<file path="src/rtl/ysyx_24100006_hazard_ctrl_pkg.sv">
// Shared constants and fence.i FSM encoding for the pipeline hazard controller.
package ysyx_24100006_hazard_ctrl_pkg;

   localparam int unsigned HC_NREG  = 16;   // RV32E architectural GPRs
   localparam int unsigned HC_CNT_W = 2;    // up to 3 in-flight writers per register
   localparam int unsigned HC_AW    = 4;    // GPR address width
   localparam int unsigned HC_XLEN  = 32;

   typedef enum logic [1:0] {
      HC_IDLE    = 2'd0,
      HC_DRAIN   = 2'd1,
      HC_ICFLUSH = 2'd2,
      HC_REFETCH = 2'd3
   } hc_state_e;

endpackage

</file>
<file path="src/rtl/ysyx_24100006_scoreboard.sv">
// Per-GPR in-flight writer counters; x0 is never tracked and counters saturate.
module ysyx_24100006_scoreboard #(
   parameter int unsigned NREG  = 16,
   parameter int unsigned CNT_W = 2,
   parameter int unsigned AW    = 4
) (
   input  logic             clk,
   input  logic             reset,
   input  logic             inc_i,
   input  logic [AW-1:0]    inc_addr_i,
   input  logic             dec_i,
   input  logic [AW-1:0]    dec_addr_i,
   input  logic [AW-1:0]    rd_a_addr_i,
   input  logic [AW-1:0]    rd_b_addr_i,
   output logic [CNT_W-1:0] rd_a_cnt_o,
   output logic [CNT_W-1:0] rd_b_cnt_o
);

   localparam logic [CNT_W-1:0] CNT_MAX = '1;

   logic [CNT_W-1:0] cnt_q [NREG];
   logic [CNT_W-1:0] cnt_d [NREG];
   logic [NREG-1:0]  inc_vec;
   logic [NREG-1:0]  dec_vec;

   // One-hot register selects; address 0 never hits.
   assign inc_vec = (inc_i && inc_addr_i != '0) ? (NREG'(1) << inc_addr_i) : '0;
   assign dec_vec = (dec_i && dec_addr_i != '0) ? (NREG'(1) << dec_addr_i) : '0;

   // Next counts: inc and dec on the same register cancel; no wrap at either end.
   always_comb begin
      for (int unsigned r = 0; r < NREG; r++) begin
         cnt_d[r] = cnt_q[r];
         case ({inc_vec[r], dec_vec[r]})
            2'b10:   if (cnt_q[r] != CNT_MAX) cnt_d[r] = cnt_q[r] + CNT_W'(1);
            2'b01:   if (cnt_q[r] != '0)      cnt_d[r] = cnt_q[r] - CNT_W'(1);
            default: cnt_d[r] = cnt_q[r];
         endcase
      end
   end

   // Counter array register.
   always_ff @(posedge clk) begin
      for (int unsigned r = 0; r < NREG; r++) begin
         if (reset) cnt_q[r] <= '0;
         else       cnt_q[r] <= cnt_d[r];
      end
   end

   assign rd_a_cnt_o = cnt_q[rd_a_addr_i];
   assign rd_b_cnt_o = cnt_q[rd_b_addr_i];

   // A fourth in-flight writer or a retire with nothing in flight is an upstream bug.
   for (genvar g = 1; g < NREG; g++) begin : g_chk
      a_no_overflow: assert property (@(posedge clk) disable iff (reset)
         !(inc_vec[g] && !dec_vec[g] && cnt_q[g] == CNT_MAX));
      a_no_underflow: assert property (@(posedge clk) disable iff (reset)
         !(dec_vec[g] && !inc_vec[g] && cnt_q[g] == '0));
   end

endmodule

</file>
<file path="src/rtl/ysyx_24100006_hazard_ctrl.sv">
// Pipeline stall/flush control: RAW scoreboard interlock, EXE redirect, fence.i sequencing.
module ysyx_24100006_hazard_ctrl
   import ysyx_24100006_hazard_ctrl_pkg::*;
#(
   parameter int unsigned NREG  = HC_NREG,
   parameter int unsigned CNT_W = HC_CNT_W
) (
   input  logic               clk,
   input  logic               reset,
   input  logic               id_valid,
   input  logic [HC_AW-1:0]   id_rs1,
   input  logic [HC_AW-1:0]   id_rs2,
   input  logic               id_rs1_used,
   input  logic               id_rs2_used,
   input  logic [HC_AW-1:0]   id_rd,
   input  logic               id_gpr_write,
   input  logic               id_fire,
   input  logic               wb_fire,
   input  logic               wb_gpr_write,
   input  logic [HC_AW-1:0]   wb_rd,
   input  logic               exe_redirect,
   input  logic [HC_XLEN-1:0] exe_redirect_pc,
   input  logic               exe_fence_i,
   input  logic [HC_XLEN-1:0] exe_pc_add_4,
   input  logic               pipe_empty,
   input  logic               icache_flush_done,
   output logic               id_stall,
   output logic               flush,
   output logic               pc_redirect_valid,
   output logic [HC_XLEN-1:0] pc_redirect,
   output logic               icache_flush_req,
   output logic               fence_busy
);

   hc_state_e          state_q, state_d;
   logic [HC_XLEN-1:0] fence_pc_q, fence_pc_d;
   logic [CNT_W-1:0]   rs1_cnt, rs2_cnt;
   logic               raw_hazard;

   ysyx_24100006_scoreboard #(
      .NREG  (NREG),
      .CNT_W (CNT_W),
      .AW    (HC_AW)
   ) u_scoreboard (
      .clk         (clk),
      .reset       (reset),
      .inc_i       (id_fire && id_gpr_write),
      .inc_addr_i  (id_rd),
      .dec_i       (wb_fire && wb_gpr_write),
      .dec_addr_i  (wb_rd),
      .rd_a_addr_i (id_rs1),
      .rd_b_addr_i (id_rs2),
      .rd_a_cnt_o  (rs1_cnt),
      .rd_b_cnt_o  (rs2_cnt)
   );

   // RAW interlock: any in-flight writer of a used source holds IDU (no bypass network).
   always_comb begin
      raw_hazard = id_valid &&
                   ((id_rs1_used && id_rs1 != '0 && rs1_cnt != '0) ||
                    (id_rs2_used && id_rs2 != '0 && rs2_cnt != '0));
   end

   // fence.i state and return-PC register.
   always_ff @(posedge clk) begin
      if (reset) begin
         state_q    <= HC_IDLE;
         fence_pc_q <= '0;
      end else begin
         state_q    <= state_d;
         fence_pc_q <= fence_pc_d;
      end
   end

   // fence.i next state; a redirect in the same cycle squashes the fence.
   always_comb begin
      state_d    = state_q;
      fence_pc_d = fence_pc_q;
      unique case (state_q)
         HC_IDLE: begin
            if (exe_fence_i && !exe_redirect) begin
               state_d    = HC_DRAIN;
               fence_pc_d = exe_pc_add_4;
            end
         end
         HC_DRAIN:   if (pipe_empty)        state_d = HC_ICFLUSH;
         HC_ICFLUSH: if (icache_flush_done) state_d = HC_REFETCH;
         HC_REFETCH: state_d = HC_IDLE;
         default:    state_d = HC_IDLE;
      endcase
   end

   // Outputs; forced low during reset so an in-progress fence drops its request at once.
   // An EXE redirect outside IDLE is illegal and is ignored here.
   always_comb begin
      id_stall          = 1'b0;
      flush             = 1'b0;
      pc_redirect_valid = 1'b0;
      pc_redirect       = '0;
      icache_flush_req  = 1'b0;
      fence_busy        = 1'b0;
      if (!reset) begin
         unique case (state_q)
            HC_IDLE: begin
               if (exe_redirect) begin
                  flush             = 1'b1;
                  pc_redirect_valid = 1'b1;
                  pc_redirect       = exe_redirect_pc;
               end
            end
            HC_DRAIN:   fence_busy = 1'b1;
            HC_ICFLUSH: begin
               fence_busy       = 1'b1;
               icache_flush_req = 1'b1;
            end
            HC_REFETCH: begin
               fence_busy        = 1'b1;
               flush             = 1'b1;
               pc_redirect_valid = 1'b1;
               pc_redirect       = fence_pc_q;
            end
            default: fence_busy = 1'b0;
         endcase
         id_stall = raw_hazard || flush || fence_busy;
      end
   end

   a_redirect_idle: assert property (@(posedge clk) disable iff (reset)
      !(exe_redirect && state_q != HC_IDLE));

endmodule

</file>
<file path="config.mk">
export PLATFORM = sky130hd
export DESIGN_NAME = ysyx_24100006_hazard_ctrl
export DESIGN_NICKNAME = d
export VERILOG_FILES = /design/src/rtl/ysyx_24100006_hazard_ctrl_pkg.sv /design/src/rtl/ysyx_24100006_scoreboard.sv /design/src/rtl/ysyx_24100006_hazard_ctrl.sv
export SDC_FILE = /design/constraint.sdc
export NUM_CORES = 1
export LEC_CHECK = 0
export CORE_MARGIN = 4
export CORE_UTILIZATION = 43
export DETAILED_ROUTE_END_ITERATION = 10
export PLACE_DENSITY_LB_ADDON = 0.12
export SYNTH_ARGS = -nofsm -noshare
export SYNTH_HDL_FRONTEND = slang
export SYNTH_SLANG_ARGS = --single-unit
</file>
<file path="constraint.sdc">
create_clock -name clk -period 2.1 [get_ports clk]
set_clock_uncertainty 0.2 [all_clocks]
set_input_delay 0.42 -clock clk [delete_from_list [all_inputs] [get_ports clk]]
set_output_delay 0.42 -clock clk [all_outputs]
set_load 0.01 [all_outputs]
</file>
### Word level (Yosys, flattened, before mapping)

Memory sizes are Yosys's and may differ from the RTL's.
Index checks and enable logic that the tools add are counted.

* register bits: 34
* RAM bits: 32
* bits of input ports: 93
* output and inout bits: 37
* logic and storage cells: 234
* memories kept: 1

Memories
* u_scoreboard.cnt_q: depth 16, bits a word 2, rd ports 18, clocked after memory_dff 0, wr ports 16, line ysyx_24100006_scoreboard.sv:21 `logic [CNT_W-1:0] cnt_q [NREG];`

* add/subtract/negate cells: 32
* equal/unequal tests: 54
* shifts and indexed selects: 2
* mux-type cells: 87
* bitwise operators: 16
* reductions and logical operators: 40

Operator list (count)
* $mux W2: 51
* $mux W32: 2
* $pmux W2 S2: 16
* $pmux W32 S2: 1
* $ne A2 B2 Y1 const B: 19
* $eq A2 B2 Y1 const B: 18
* $reduce_bool A2 Y1: 18
* $eq A2 B1 Y1 const B: 17
* $add A2 B1 Y2 const B: 16
* $mux W16: 2
* $shl A1 B4 Y16 const A: 2
* $sub A2 B1 Y2 const B: 16
* $or A1 B1 Y1: 16
* $reduce_bool A4 Y1: 4
* $mux W1: 13
* $logic_and A1 B1 Y1: 10
* $pmux W2 S4: 1
* $logic_or A1 B1 Y1: 3
* $reduce_and A3 Y1: 1
* $reduce_or A3 Y1: 1
* $logic_not A2 Y1: 1
* $pmux W1 S2: 1
* $reduce_and A2 Y1: 1
* $logic_not A1 Y1: 1

### Logic depth before layout (Yosys ltp)

* depth in word-level cells: 8
* mapped depth: 10
* mapped depth without buffers: 10

### Hierarchy

A second synthesis with hierarchy kept.

* cells, all modules: 538
* area total of the unflattened synthesis: 4272.8 µm²

By module, submodules not included
* ysyx_24100006_scoreboard: times used 1, cells an instance 288, area each 2473.6 µm²
* ysyx_24100006_hazard_ctrl: times used 1, cells an instance 250, area each 1799.2 µm²

### Least setup slack after synthesis

OpenSTA, ideal clock, no wires.

* kind: input-to-output
* from: input id_rs1[0]
* to: output id_stall
* arrival time: 1563 ps
* data required time: 1480 ps
* slack: -83 ps
* stages: 5
* buffers on the path: 1
* cells stage by stage: buf_2 -> mux4_2 -> a211oi_1 -> o2111ai_1 -> nand3_1

* longest elaborated chain between the ends: 8
* elaborated cells on any way between the ends: 10
* classes of those cells: mux (1); reduce/logical (8); memory (1)

Ends and longest elaborated chain
* from (decl): line ysyx_24100006_hazard_ctrl.sv:11 `input logic [HC_AW-1:0] id_rs1,`
* $mem_v2 Z16 W2 or $reduce_bool A4 Y1 (tied branches)
* $reduce_bool A2 Y1 or $logic_and A1 B1 Y1 (tied branches): line ysyx_24100006_hazard_ctrl.sv:60 `((id_rs1_used && id_rs1 != '0 && rs1_cnt != '0) ||`
* $logic_and A1 B1 Y1 *: line ysyx_24100006_hazard_ctrl.sv:60
* $logic_or A1 B1 Y1 *: line ysyx_24100006_hazard_ctrl.sv:60
* $logic_and A1 B1 Y1 *: line ysyx_24100006_hazard_ctrl.sv:59 `raw_hazard = id_valid &&`
* $logic_or A1 B1 Y1 * (2 in a row): line ysyx_24100006_hazard_ctrl.sv:124 `id_stall = raw_hazard || flush || fence_busy;`
* $mux W1 *: line ysyx_24100006_hazard_ctrl.sv:102 `if (!reset) begin`
* to (decl): line ysyx_24100006_hazard_ctrl.sv:27 `output logic id_stall,`

Mark *: on every way between the ends. The rest lies on a longest branch, timed or not.

### Worst setup path in the final report

Same ends and word-level chain as after synthesis.

==> out/metrics.cfg <==
[min_path]
min_path_cells=2
hp-start=fence_pc_q[30]$_SDFFE_PP0P_
hold_class=reg2reg
whs_endpoint=fence_pc_q[30]$_SDFFE_PP0P_

[route]
vias=5348
routed_wl_mm=16.25
first_pass_iters=8
ant_nets=0
drt_iter0_markers=338
wl_per_cell_um=16.70
vias_per_cell=5.496
drcViolationCount=0

[power_and_ir_drop]
max-vdd-ir-drop_mv=0.4792
pwr-share-comb_pct=53.9
p_int_w=0.003036
switchingPower_w=0.001868
clkPwrFrac_pct=18.0
p_seq_share_pct=28.1
cellLeakagePower_nw=3.110
powerDensity_mw_per_mm2=644.5
sw_frac_of_total_pct=38.08

[job]
max_cap_viol_count=0

[floorplanning]
std_cell_rows=36
start_util_pct=44.03
die_area_mm2=0.01167
die_h_um=108.0
die_x_um=108.0
core_area_mm2=0.009774
pin_count=130

[grt]
grt_pass1_wl_mm=24.27
overflow=0
grt_pass1_vias=5233
grt_use_total_pct=25.77
grt_max_degree=47
antenna_found_initial=0

[sta]
slew_violations=0
period_minus_slack_ns=2.454
setup_tns_ns=-7.302
setup_slack_ns=-0.3544
hold_viol=0
max_slew_margin_pct=64.03
rsz0062_at_grt=yes
worst_pin_slew_ns=0.5395
setup_viol=35
fmax_ghz=0.4074
fin_crit_sh_pct=116.9

[place]
routabilityCongestion=0.8592
io_buffers=129
dpl.hpwl_mm=10.57

[worst_setup_path]
cp_max_fo=5
reg2reg_depth=8
worst_setup_path_end_kind=output pin
reg2reg_from=state_q[0]$_SDFFE_PP0P_
reg2reg_slack_ns=0.38
required_ns=1.48
worstSetupStartpointType=input pin
cp.arrival_ns=1.83
reg2reg_to=state_q[1]$_SDFFE_PP0P_
crit_type=in2out

[layout]
nNetsFinal=964
area_growth_pct=76.77
layout-drive-gt1-share_pct=38.45
diodes=0
fin_util_pct=77.84

[clock_tree]
insertion_delay_ns=0.34
ctsHoldBuffers=0
path_clk_slew_ns=0.07
cts_buffers=9
htreeDepth=3
clock_tree.root_cell=clkbuf_8
tritoncts=yes
clock_sinks=64
clockBufferDepth=2

[synth]
avgSynthCellArea_um2=6.865
syn_inst=627
ys_types=34
syn_area_mm2=0.004304
synth_commonest_cells=97 x nor2_1, 95 x nand2_1, 64 x dfxtp_1, 64 x inv_1, 50 x a21oi_1
synth_edf_count=0
yosysSeqAreaShare_pct=29.77
yosysWarningCount=0
synth_top_cell_area_share_pct=29.77
synth-seq-cells=64
ys_top_cells_by_area=dfxtp_1 30%, ha_1 10%, nor2_1 8.5%
synth_nets=755
synthArstFlopShare_pct=0
synth.most_common_cell=nor2_1
yosysTopAreaCell=dfxtp_1
synth_ff_type=dfxtp_1

[status]
violations=negative setup slack
outcome=finished with violations

[power groups by stage]
stage / Sequential, W / Combinational, W / Clock (W)
2_1_floorplan: 0.00138 / 0.000965 / 0
3_3_place_gp: 0.00138 / 0.00179 / 0
4_1_cts: 0.00137 / 0.00241 / 0.000892
3_5_place_dp: 0.00139 / 0.00184 / 0
6_report: 0.00138 / 0.00264 / 0.000883
5_1_grt: 0.00139 / 0.00280 / 0.000954
[worst max path at each step]
stage | from | endpoint | slack (ns)
floorplan | state_q[0]$_SDFFE_PP0P_ | pc_redirect[10] | -0.02
global placement | id_rs1[0] | id_stall | -1.05
detailed placement | id_rs1[0] | id_stall | -1.09
CTS | u_scoreboard.cnt_q[7][1]$_SDFFE_PP0P_ | id_stall | -0.35
global route | u_scoreboard.cnt_q[5][0]$_SDFFE_PP0P_ | id_stall | -0.49
finish | id_rs1[0] | id_stall | -0.35
[through the flow]
stage	setup slack [ns]	std cells	power, W	area, um2	hold slack, ns
after floorplan	-0.02000	627	0.002347	4428	0.2368
after global placement	-1.046	945	0.003169	6420	0.2420
after detailed placement	-1.087	945	0.003223	6420	0.2529
after CTS	-0.3469	972	0.004673	7166	0.2628
after global routing	-0.4895	973	0.005139	7609	0.2845
final	-0.3544	973	0.004904	7609	0.2634
[state kept, by name, indices dropped and copies added, names as in the netlist]
name and flops:
u_scoreboard.cnt_q 30, state_q 2, fence_pc_q 32
[area by class of cell]
| cell class | instances | area, um2 |
|---|---|---|
| fill | 652 | 2166 |
| tap | 133 | 166.4 |
| multi-input combinational | 467 | 3532 |
| timing repair buffer | 230 | 2220 |
| clock inverter | 4 | 22.52 |
| inverter | 64 | 240.2 |
| sequential | 64 | 1296 |
| clock buffer | 11 | 131.4 |
[routing by layer]
| metal | track usage [%] | part of all wire, % | up-vias | routed length, um |
|---|---|---|---|---|
| li1 | - | - | 2562 | - |
| met1 | 27.29 | 38 | 2508 | 6135 |
| met2 | 48.09 | 51 | 226 | 8307 |
| met3 | 5.731 | 6.9 | 52 | 1127 |
| met4 | 12.17 | 4.2 | 0 | 679 |
| met5 | 0 | 0 | - | 0 |
[layout by cell type (no fill, tap or decap), drive strengths merged, types with 2 or more instances in the layout]
cell	instances
nor3	28
dlygate4sd2	5
a2111oi	3
a21oi	50
buf	139
clkbuf	12
dfxtp	64
o2bb2ai	10
o2111ai	2
nand2	95
clkdlybuf4s15	2
and2	2
o22ai	15
a22oi	32
o21ai	27
mux4	2
a211oi	5
inv	64
nor3b	2
nand3	24
ha	35
a311oi	3
clkdlybuf4s50	72
clkinv	3
nand2b	5
dlymetal6s2s	11
nor2b	5
a31oi	3
a21boi	13
a221oi	2
nor2	98
nand3b	2
[worst max-delay path: stages]
cell	delay (ns)
clkdlybuf4s15_2	0.24
buf_4	0.18
a2111oi_2	0.33
a31oi_1	0.07
a21boi_1	0.20
o2111ai_2	0.14
nand3_1	0.13
buf_6	0.12
[cell families after synthesis]
group | share of synthesized area [%]
buffers and inverters | 8.546
flip-flops | 29.77
AO/OA/AOI/OAI | 24.36
AND/OR/NAND/NOR | 25.87
adder cells (fa/ha/maj) | 10.17
multiplexers | 1.279
[what timing repair did]
item | in CTS | in global routing
setup endpoints to repair | 59 | 67
cloned | 5 | 1
buffers inserted | 7 | 2
gates resized for setup | 299 | 116
pin swaps | 59 | 37
Power figures use the tool's default switching activity.
